File: config.mk
export PLATFORM = sky130hd
export DESIGN_NAME = ws2812_frame_sched
export DESIGN_NICKNAME = d
export VERILOG_FILES = /design/src/rtl/ws2812_frame_sched.sv
export SDC_FILE = /design/constraint.sdc
export NUM_CORES = 1
export LEC_CHECK = 0
export ABC_AREA = 1
export CORE_MARGIN = 2
export CORE_UTILIZATION = 45
export CTS_CLUSTER_SIZE = 25
export DETAILED_ROUTE_END_ITERATION = 16
export GPL_ROUTABILITY_DRIVEN = 0
export GPL_TIMING_DRIVEN = 1
export PLACE_DENSITY_LB_ADDON = 0.12
export SYNTH_ARGS = -nofsm -noshare
export SYNTH_HDL_FRONTEND = slang
export SYNTH_SLANG_ARGS = --single-unit
File: constraint.sdc
create_clock -name clk -period 2.9 [get_ports clk]
set_input_delay 0.29 -clock clk [delete_from_list [all_inputs] [get_ports clk]]
set_output_delay 0.29 -clock clk [all_outputs]
set_load 0.1 [all_outputs]
File: src/rtl/ws2812_frame_sched.sv
// ws2812_frame_sched
// Frame scheduler for a WS2812 LED chain. Holds NUM_LEDS pixels as {g,r,b},
// and on a trigger (manual refresh_req, the auto-refresh tick, or a pending
// trigger caught mid-frame) streams them in index order to a downstream bit
// serializer over a valid/ready handshake. After the last pixel it holds the
// line idle for LATCH_CYCLES clocks so the chain latches, then pulses
// frame_done.
//
// Ports
//   clk          system clock, rising edge
//   reset        synchronous active-high reset
//   wr_en        pixel write strobe (accepted in any state)
//   wr_addr      pixel index; indices >= NUM_LEDS are ignored
//   wr_r/g/b     pixel colour
//   refresh_req  manual frame trigger
//   px_valid     pixel word offered to the serializer
//   px_grb       pixel word in wire order {g,r,b}
//   px_ready     serializer accepts the offered word
//   busy         frame in progress (LOAD, SEND or LATCH)
//   frame_done   one-cycle pulse when the latch gap completes
module ws2812_frame_sched #(
  parameter int NUM_LEDS     = 8,
  parameter int AW           = 3,
  parameter int LATCH_CYCLES = 13500,
  parameter int REFRESH_DIV  = 450000
) (
  input  logic          clk,
  input  logic          reset,
  input  logic          wr_en,
  input  logic [AW-1:0] wr_addr,
  input  logic [7:0]    wr_r,
  input  logic [7:0]    wr_g,
  input  logic [7:0]    wr_b,
  input  logic          refresh_req,
  output logic          px_valid,
  output logic [23:0]   px_grb,
  input  logic          px_ready,
  output logic          busy,
  output logic          frame_done
);

  localparam int LW = (LATCH_CYCLES > 1) ? $clog2(LATCH_CYCLES) : 1;
  localparam int RW = (REFRESH_DIV > 1) ? $clog2(REFRESH_DIV) : 1;
  localparam logic [LW-1:0] LATCH_LAST   = LW'(LATCH_CYCLES - 1);
  localparam logic [RW-1:0] REFRESH_LAST = RW'((REFRESH_DIV > 0) ? REFRESH_DIV - 1 : 0);
  localparam logic [AW-1:0] IDX_LAST     = AW'(NUM_LEDS - 1);
  localparam logic [AW:0]   NUM_LEDS_W   = (AW + 1)'(NUM_LEDS);

  typedef enum logic [1:0] {
    IDLE  = 2'd0,
    LOAD  = 2'd1,
    SEND  = 2'd2,
    LATCH = 2'd3
  } state_t;

  state_t          state;
  logic [23:0]     pix [NUM_LEDS];
  logic [AW-1:0]   idx;
  logic            pending;
  logic [LW-1:0]   lcnt;
  logic [RW-1:0]   rcnt;

  logic            tick;
  logic            trig;
  logic            wr_hit;
  logic [23:0]     wr_word;

  assign wr_word = {wr_g, wr_r, wr_b};
  assign wr_hit  = wr_en && ({1'b0, wr_addr} < NUM_LEDS_W);
  // A tick and a manual request in the same cycle collapse into one trigger.
  assign tick    = (REFRESH_DIV != 0) && (rcnt == REFRESH_LAST);
  assign trig    = refresh_req || tick;

  // Pixel store: writes land in any FSM state.
  always_ff @(posedge clk) begin
    if (reset) begin
      for (int i = 0; i < NUM_LEDS; i++) pix[i] <= '0;
    end else if (wr_hit) begin
      pix[wr_addr] <= wr_word;
    end
  end

  // Free-running auto-refresh divider, independent of the frame FSM.
  always_ff @(posedge clk) begin
    if (reset || tick) rcnt <= '0;
    else               rcnt <= rcnt + RW'(1);
  end

  always_ff @(posedge clk) begin
    if (reset) begin
      state      <= IDLE;
      idx        <= '0;
      pending    <= 1'b0;
      lcnt       <= '0;
      px_valid   <= 1'b0;
      px_grb     <= '0;
      busy       <= 1'b0;
      frame_done <= 1'b0;
    end else begin
      frame_done <= 1'b0;
      // Triggers during a frame fold into a single pending flag; the clears
      // below on frame start take priority over this set.
      if (state != IDLE && trig) pending <= 1'b1;
      case (state)
        IDLE: begin
          if (trig || pending) begin
            state   <= LOAD;
            idx     <= '0;
            pending <= 1'b0;
            busy    <= 1'b1;
          end
        end
        LOAD: begin
          // Write-first: a write to the pixel being loaded is forwarded.
          px_grb   <= (wr_hit && wr_addr == idx) ? wr_word : pix[idx];
          px_valid <= 1'b1;
          state    <= SEND;
        end
        SEND: begin
          if (px_ready) begin
            px_valid <= 1'b0;
            if (idx == IDX_LAST) begin
              lcnt  <= '0;
              state <= LATCH;
            end else begin
              idx   <= idx + AW'(1);
              state <= LOAD;
            end
          end
        end
        LATCH: begin
          if (lcnt == LATCH_LAST) begin
            frame_done <= 1'b1;
            if (pending) begin
              state   <= LOAD;
              idx     <= '0;
              pending <= 1'b0;
            end else begin
              state <= IDLE;
              busy  <= 1'b0;
            end
          end else begin
            lcnt <= lcnt + LW'(1);
          end
        end
        default: state <= IDLE;
      endcase
    end
  end

endmodule
==> out/results.tsv <==
metric	value	unit
synth_cells	1262	
synth_top_area_frac	0.4913	
io_pins	59	
clkPwrFrac	0.336	
syn-num-nets	1302	
clock.fmax	0.4190	GHz
cp.arrival	2.87	ns
first_pass_iters	5	
vdd_drop_max	0.0006849	V
die_w	165.5	um
tightest_slew	0.6723	ns
cts.clk_slew.worst_paths	0.06	ns
p_sw_frac	0.3372	
cts_inserted_buffers	29	
end_kind	flip-flop	
seqPwrFrac	0.430	
cts_root_buf	clkbuf_16	
grt_first_pass_wirelength	49000	um
report.final.setup_viol	0	
wl_met1	14420	um
yosys_most_used_dff	edfxtp_1	
cts_resized	0	
synthTopCellsByArea	edfxtp_1 49%, nor2_1 11%, dfxtp_1 11%, o21ai_0 5.7%, nand2_1 4.5%	
cts-htree-levels	1	
power.switching	3.491	mW
hold_class	input port to flip-flop	
yosysSeqAreaShare	0.6038	
nets	1358	
status	completed	
antenna_found_initial	0	
coreArea	25840	sq um
max_cap_violations	0	
drt-initial-drc-count	775	
ys_top_cells_by_count	356 x nor2_1, 192 x edfxtp_1, 141 x nand2_1	
grt_max_degree	80	
p_leak	5.095	nW
drive_above_1_share	0.09925	
synth_edf_count	192	
path_cells	ha_1 -> inv_1 -> o21ai_0 -> nand2_1 -> inv_2 -> nand2_2 -> or2_1 -> a21oi_1	
wl_met2	14830	um
power.total	10.36	mW
fin_setup_tns	0	ns
crit_buf_inv	2	
postCtsSetupBuffers	0	
grtUsageTotal	0.2352	
yosysMostFrequentCell	nor2_1	
cp-start-kind	flip-flop	
grt_pass1_vias	8640	
clock_latency	0.56	ns
fin_hold_ws	0.3415	ns
ys_ff_latch	258	
slew_viol_final	0	
die_area	27390	sq um
cp_max_fo	16	
rows	59	
hold_violations	0	
synth_warnings	0	
via_per_inst	5.369	
post-place-ws	0.5039	ns
skew	0.01556	ns
start_util	0.4542	
comb_power_share	0.234	
max_stage_delay	0.52	ns
syn_area	11740	sq um
port_buffers	58	
ys_types	40	
top_layer	met4	
area.growth.synth_to_final	14.98	%
power.internal	6.864	mW
drt-total-wl	31580	um
worst-setup-path-type	flip-flop to flip-flop	
drtAntennaViolNets	0	
hold_buffers	0	
setup_ws	0.5132	ns
slew_headroom	0.5471	
drcViolationCount	0	
fin_crit_sh	0.8230	
critPathSlowestCell	ha_1	
cts_buffer_depth	3	
rsz0062_at_grt	false	
dp_hpwl	18780	um
syn_avg_cell_area	9.300	sq um
power.density	767.4	nW/um^2
cts_tree	built	
die_h	165.5	um
yosysTopAreaCell	edfxtp_1	
wl_per_cell	18.84	um
clock-sinks	258	
async_flop_share	0	
routed-wl-met3	1791	um
min_period	2.387	ns
critPathRequiredTime	3.38	ns
crit_family	simple AND/OR/NAND/NOR gates	
grt_remaining_overflow	0	
via_count	8998	
[final timing paths]
kind / end / startpoint / depth (start not counted) / slack [ns]
worst max register to register: lcnt[4] / state[1] / 8 / 0.51
worst min register to register: rcnt[18] / rcnt[18] / 2 / 0.46
worst max-delay path: lcnt[4] / state[1] / 8 / 0.51
worst min-delay path: px_grb[0] / wr_b[0] / 3 / 0.34
[stage by stage]
step                      area, sq um  std cells    util
after floorplan                 11740       1262       -
after global placement          12600       1622  0.4877
after detailed placement        12600       1622  0.4877
after CTS                       13490       1675  0.5222
after global routing            13490       1675  0.5222
final                           13490       1676  0.5223
[state kept, by name, summed over array words and instances (netlist names)]
register	flops
state	2
idx	3
lcnt	14
px_valid	1
busy	1
pending	1
rcnt	19
pix	192
px_grb	24
frame_done	1
[routing by layer]
metal | track usage | vias to the layer above
li1 | - | 4409
met2 | 0.3934 | 226
met4 | 0.04741 | 0
met5 | 0 | -
met1 | 0.3233 | 4323
met3 | 0.04171 | 40
[cells in the final DEF, fill, tap and decap left out, types with 14 or more instances in the layout]
cell type	count
nor2_1	356
edfxtp_1	192
o21ai_0	134
clkbuf_16	29
a31oi_1	14
nand3_1	38
o211ai_1	28
buf_4	62
clkinv_1	16
a21oi_1	42
nand4_1	21
dfxtp_1	64
inv_1	62
clkdlybuf4s50_1	31
nand2_1	141
o22ai_1	21
[worst reg2reg max path: stages, from the launching register on]
cell,delay [ns]
dfxtp_1,0.39
ha_1,0.52
inv_1,0.19
o21ai_0,0.18
nand2_1,0.30
inv_2,0.32
nand2_2,0.09
or2_1,0.22
a21oi_1,0.11
[final cells by class]
type / count / area [sq um]
multi-input cells: 857 / 3976
repair buffers: 95 / 815.8
flip-flops and latches: 258 / 7089
fillers: 2419 / 12340
well taps: 335 / 419.2
clock inverters: 11 / 77.57
inverters: 77 / 299.0
diodes: 1 / 2.502
clock buffers: 42 / 814.5
[power by group through the flow]
stage	clock [mW]	sequential (mW)	combinational, mW
floorplan	0	5.42	0.875
global placement	0	4.52	2.42
detailed placement	0	4.53	2.43
CTS	3.53	4.45	2.43
global route	3.67	4.49	2.60
finish	3.48	4.45	2.42
[kinds of logic after synthesis]
| kind of cell | share of synthesized area |
|---|---|
| AO/OA/AOI/OAI | 0.1149 |
| flip-flops | 0.6038 |
| XOR/XNOR | 0.008209 |
| AND/OR/NAND/NOR | 0.2071 |
| buffers and inverters | 0.05736 |
| adder cells (fa/ha/maj) | 0.008529 |
Power figures use the tool's default switching activity.
